### src/rtl/led_adc_scheduler.sv
// led_adc_scheduler: LED / ADC slot sequencer for the IR and red channels.
//   The IR and red LEDs take turns in fixed slots of PHASE_CYC cycles.
//   In each slot the sequencer waits SETTLE_CYC cycles, requests one ADC
//   conversion and routes the result to the matching filter input with a
//   one-cycle strobe. A conversion that does not finish in time sets a
//   sticky error flag.
// Build option: define LED_PWRSAVE_EN to switch the LED off for the rest of
//   the slot once the sample has been taken or has timed out.
// Ports:
//   CLK, rst               clock; synchronous active-high reset
//   enable                 run sequencing; sampled at slot boundaries
//   adc_done, adc_data     conversion-complete pulse and its result
//   led_ir_on, led_red_on  LED drives (never on together)
//   adc_start              one-cycle conversion request
//   IR_ADC_Value/ir_strobe, RED_ADC_Value/red_strobe  captured samples
//   adc_timeout_err        sticky conversion-timeout flag
//   slot_is_ir             1 during the IR slot
module led_adc_scheduler #(
  parameter int unsigned PHASE_CYC   = 50,
  parameter int unsigned SETTLE_CYC  = 10,
  parameter int unsigned ADC_TIMEOUT = 20,
  parameter int unsigned ADC_W       = 8
) (
  input  logic             CLK,
  input  logic             rst,
  input  logic             enable,
  input  logic             adc_done,
  input  logic [ADC_W-1:0] adc_data,
  output logic             led_ir_on,
  output logic             led_red_on,
  output logic             adc_start,
  output logic [ADC_W-1:0] IR_ADC_Value,
  output logic             ir_strobe,
  output logic [ADC_W-1:0] RED_ADC_Value,
  output logic             red_strobe,
  output logic             adc_timeout_err,
  output logic             slot_is_ir
);

  localparam int unsigned CNT_W = (PHASE_CYC > 1) ? $clog2(PHASE_CYC) : 1;
  localparam logic [CNT_W-1:0] LAST_CNT  = CNT_W'(PHASE_CYC - 1);
  localparam logic [CNT_W-1:0] START_CNT = CNT_W'(SETTLE_CYC);
  // Last cycle in which adc_done is accepted; the error shows ADC_TIMEOUT
  // cycles after adc_start.
  localparam logic [CNT_W-1:0] TO_CNT    = CNT_W'(SETTLE_CYC + ADC_TIMEOUT - 1);

  typedef enum logic [1:0] {IDLE, SETTLE, CONV, HOLD} state_t;

  state_t           state, state_nx;
  logic [CNT_W-1:0] cnt, cnt_nx;
  logic             ir_nx;
  logic             capture_c;
  logic             timeout_c;
  logic             led_nx;
  logic             start_nx;

  // Next slot position, state and channel.
  always_comb begin
    state_nx  = state;
    cnt_nx    = cnt;
    ir_nx     = slot_is_ir;
    capture_c = 1'b0;
    timeout_c = 1'b0;
    if (state == IDLE) begin
      if (enable) begin
        state_nx = SETTLE;
        cnt_nx   = '0;
        ir_nx    = 1'b1;
      end
    end else begin
      cnt_nx = cnt + CNT_W'(1);
      if (state == SETTLE && cnt == START_CNT) begin
        state_nx = CONV;
      end
      if (state == CONV) begin
        if (adc_done) begin
          capture_c = 1'b1;
          state_nx  = HOLD;
        end else if (cnt == TO_CNT) begin
          timeout_c = 1'b1;
          state_nx  = HOLD;
        end
      end
      if (cnt == LAST_CNT) begin
        cnt_nx = '0;
        if (enable) begin
          state_nx = SETTLE;
          ir_nx    = ~slot_is_ir;
        end else begin
          state_nx = IDLE;
          ir_nx    = 1'b0;
        end
      end
    end
  end

  // LED is dark at cnt=0 of every slot (break-before-make).
  always_comb begin
`ifdef LED_PWRSAVE_EN
    led_nx = (state_nx != IDLE) && (cnt_nx != '0) &&
             !((state == HOLD) && (state_nx == HOLD));
`else
    led_nx = (state_nx != IDLE) && (cnt_nx != '0);
`endif
    start_nx = (state_nx == SETTLE) && (cnt_nx == START_CNT);
  end

  // State and registered outputs.
  always_ff @(posedge CLK) begin
    if (rst) begin
      state           <= IDLE;
      cnt             <= '0;
      slot_is_ir      <= 1'b0;
      led_ir_on       <= 1'b0;
      led_red_on      <= 1'b0;
      adc_start       <= 1'b0;
      IR_ADC_Value    <= '0;
      ir_strobe       <= 1'b0;
      RED_ADC_Value   <= '0;
      red_strobe      <= 1'b0;
      adc_timeout_err <= 1'b0;
    end else begin
      state      <= state_nx;
      cnt        <= cnt_nx;
      slot_is_ir <= ir_nx;
      led_ir_on  <= led_nx && ir_nx;
      led_red_on <= led_nx && !ir_nx;
      adc_start  <= start_nx;
      ir_strobe  <= capture_c && slot_is_ir;
      red_strobe <= capture_c && !slot_is_ir;
      if (capture_c && slot_is_ir) begin
        IR_ADC_Value <= adc_data;
      end
      if (capture_c && !slot_is_ir) begin
        RED_ADC_Value <= adc_data;
      end
      if (timeout_c) begin
        adc_timeout_err <= 1'b1;
      end
    end
  end

endmodule

### config.mk
export PLATFORM = sky130hd
export DESIGN_NAME = led_adc_scheduler
export DESIGN_NICKNAME = d
export VERILOG_FILES = /design/src/rtl/led_adc_scheduler.sv
export SDC_FILE = /design/constraint.sdc
export NUM_CORES = 1
export LEC_CHECK = 0
export ABC_CLOCK_PERIOD_IN_PS = 2300
export BUFFER_PORTS_ARGS = -buffer_cell sky130_fd_sc_hd__buf_4
export CORE_ASPECT_RATIO = 0.75
export CORE_MARGIN = 10
export CORE_UTILIZATION = 50
export CTS_CLUSTER_DIAMETER = 40
export DETAILED_ROUTE_END_ITERATION = 12
export GPL_TIMING_DRIVEN = 0
export PLACE_DENSITY = 0.76
export SYNTH_ARGS = -nofsm -noshare
export SYNTH_HDL_FRONTEND = slang
export SYNTH_SLANG_ARGS = --single-unit
### constraint.sdc
create_clock -name CLK -period 2.3 [get_ports CLK]
set_input_delay 0.115 -clock CLK [delete_from_list [all_inputs] [get_ports CLK]]
set_output_delay 0.115 -clock CLK [all_outputs]
set_load 0.005 [all_outputs]
==> impl_metrics.env <==
export IMPL_status="completed"
export IMPL_htree_levels=2
export IMPL_dr_pass1_iters=4
export IMPL_relSlewSlack_pct=46.9
export IMPL_cts_inserted_buffers=5
export IMPL_cts_root_buf="clkbuf_4"
export IMPL_post_route_period_util_pct=92.2
export IMPL_die_w_um=80.0
export IMPL_grt_pass1_vias=1206
export IMPL_worstPathRequired_ns=2.51
export IMPL_hold_viol_final=0
export IMPL_numClockSinks=31
export IMPL_grt_max_degree=11
export IMPL_power_switching_uw=224
export IMPL_cpPeakStageDelay_ns=0.47
export IMPL_syn_avg_cell_area_um2=8.13
export IMPL_critPathArrivalTime_ns=2.33
export IMPL_fin_nets=222
export IMPL_pin_count=35
export IMPL_clk_pin_slew_worst_paths_ns=0.10
export IMPL_place_inst=236
export IMPL_yosys_area_top_type_share_pct=46.0
export IMPL_internal_power_uw=754
export IMPL_worst_pin_slew_ns=0.786
export IMPL_swShare_pct=22.9
export IMPL_syn_to_final_growth_pct=27.4
export IMPL_cp_end_kind="register"
export IMPL_yosysMostFrequentCell="nand2_1"
export IMPL_synth_edf_count=0
export IMPL_diodes=0
export IMPL_cts_tree="built"
export IMPL_skew_ns=0.00494
export IMPL_critPathKind="reg -> reg"
export IMPL_grtUsageTotal_pct=12.8
export IMPL_cp_cell_sequence="inv_1 > ha_1 > and4_4 > or3_1 > a211o_1 > a2111oi_2"
export IMPL_fin_area_mm2=0.00172
export IMPL_maxSlewViolCount=0
export IMPL_rsz0062_at_grt="false"
export IMPL_cts_resized=0
export IMPL_fmax_ghz=0.471
export IMPL_rows=16
export IMPL_grt_pass1_wl_um=5490
export IMPL_maxCapViolations=0
export IMPL_synth_seq_cells=31
export IMPL_die_h_um=65.0
export IMPL_yosysWarnings=0
export IMPL_slowest_stage="dfxtp_1"
export IMPL_clkLatencyLatePin_ns=0.32
export IMPL_cts_buffer_depth=2
export IMPL_min_period_ns=2.12
export IMPL_cp_max_fo=7
export IMPL_drtIter0Drc=130
export IMPL_syn_inst=166
export IMPL_syn_area_mm2=0.00135
export IMPL_drc=0
export IMPL_place_area_mm2=0.00165
export IMPL_cts_hold_buf=0
export IMPL_leakagePower_uw=0.000682
export IMPL_power_per_cell_area_mw_per_mm2=569
export IMPL_synth_top_flop_cell="dfxtp_1"
export IMPL_antenna_found_initial=0
export IMPL_drtAntennaViolNets=0
export IMPL_hold_start="adc_data[4]"
export IMPL_dieArea_mm2=0.00520
export IMPL_place_hpwl_um=2560
export IMPL_portBuffers=34
export IMPL_routed_wl_um=3340
export IMPL_final_cells=244
export IMPL_post_cts_setup_buffers=0
export IMPL_route_detailed_wl_per_inst_um=13.7
export IMPL_setup_tns_final_ns=0
export IMPL_p_seq_share_pct=56.2
export IMPL_setup_violations=0
export IMPL_hold_path_class="in -> reg"
export IMPL_pwr_share_comb_pct=7.4
export IMPL_synth_area_top_cells="dfxtp_1, nand2_1, a21oi_1"
export IMPL_vias_per_cell=5.25
export IMPL_fillers=240
export IMPL_coreArea_mm2=0.00260
export IMPL_seq_area_frac_synth_pct=46.0
export IMPL_yosysTopAreaCell="dfxtp_1"
export IMPL_drive_gt1_share_pct=24.0
export IMPL_startpoint_type="register"
export IMPL_crit_path_start="cnt[1]"
export IMPL_peakVddDrop_mv=0.438
export IMPL_grt_overflow=0
export IMPL_initial_core_util_pct=51.8
export IMPL_synth_nets=181
export IMPL_holdWs_ns=0.0490
export IMPL_gp_congestion=0.821
export IMPL_p_clk_share_pct=36.4
export IMPL_ys_async_sr_fraction_pct=0
export IMPL_synth_distinct_cells=36
export IMPL_via_count=1280
export IMPL_rr_startpoint="cnt[1]"
export IMPL_ys_top_cells_by_count="nand2_1, dfxtp_1, a21oi_1"
==> worst paths after layout <==
path              slack [ns]  cells after the start                to
setup / recovery        0.18                      6         adc_start
hold / removal          0.05                      3  RED_ADC_Value[4]
setup reg to reg        0.18                      6         adc_start
hold reg to reg         0.46                      2   IR_ADC_Value[1]
==> critical path, delay by kind of cell, from the launching register on <==
kind / cells / cell delay [ns]
buf+inv: 1 / 0.07
compound gates: 2 / 0.69
fa+ha+maj: 1 / 0.21
flops: 1 / 0.47
simple gates: 2 / 0.56
==> metal layers <==
metal	global-route usage, %	vias to the layer above	part of all wire [%]
met1	14.6	580	43
met4	3.95	0	0.39
met2	20.6	41	47
met3	6.47	2	9.3
li1	-	657	-
met5	0	-	0
==> kinds of logic (layout without fill, tap and decap cells) <==
kind of cell	after synthesis	after routing	share of synthesized area (%)
buffers and inverters	13	55	4.45
DFF	31	31	46.0
xor gates and xnor gates	2	2	1.30
and+or+nand+nor	83	83	29.8
adders and majority gates	3	3	2.78
muxes	1	1	0.742
AOI/OAI and AO/OA	33	33	14.9
==> stage by stage <==
step / utilization [%] / total power [µW] / setup WS, ns
4_1_cts: 66.0 / 983 / 0.195
2_1_floorplan: - / 599 / 0.422
3_3_place_gp: 63.4 / 632 / 0.306
5_1_grt: 66.0 / 1020 / 0.0837
3_5_place_dp: 63.4 / 633 / 0.219
6_report: 66.0 / 978 / 0.179
==> placed cells by master (no fill, tap or decap), types with 4 or more instances in the layout <==
cell type / n
inv_1: 4
a21oi_1: 21
nor2_1: 14
clkbuf_4: 5
nor3_1: 5
nand3b_1: 5
buf_4: 34
nand2_1: 36
nand3_1: 4
dfxtp_1: 31
clkbuf_1: 5
==> power groups by stage <==
stage,sequential (µW),combinational (µW),clock [µW]
2_1_floorplan,561,38.3,0
3_3_place_gp,562,69.8,0
3_5_place_dp,562,71.1,0
4_1_cts,549,71.5,362
5_1_grt,551,81.0,387
6_report,550,72.1,356
==> flip-flops by register name, summed over array words and instances, names as in the netlist <==
signal	count
ir_strobe	1
led_ir_on	1
RED_ADC_Value	8
red_strobe	1
IR_ADC_Value	8
slot_is_ir	1
adc_timeout_err	1
led_red_on	1
state	2
cnt	6
adc_start	1
==> area by class of cell <==
type | count | area, µm² | share of cell area [%]
Buffer | 9 | 45.0 | 2.62
Clock buffer | 8 | 68.8 | 4.01
Inverter | 4 | 15.0 | 0.874
Multi-Input combinational cell | 122 | 668 | 38.9
Sequential cell | 31 | 621 | 36.1
Tap cell | 36 | 45.0 | 2.62
Timing Repair Buffer | 34 | 255 | 14.9
No activity file was read; power rests on OpenSTA's default activity.
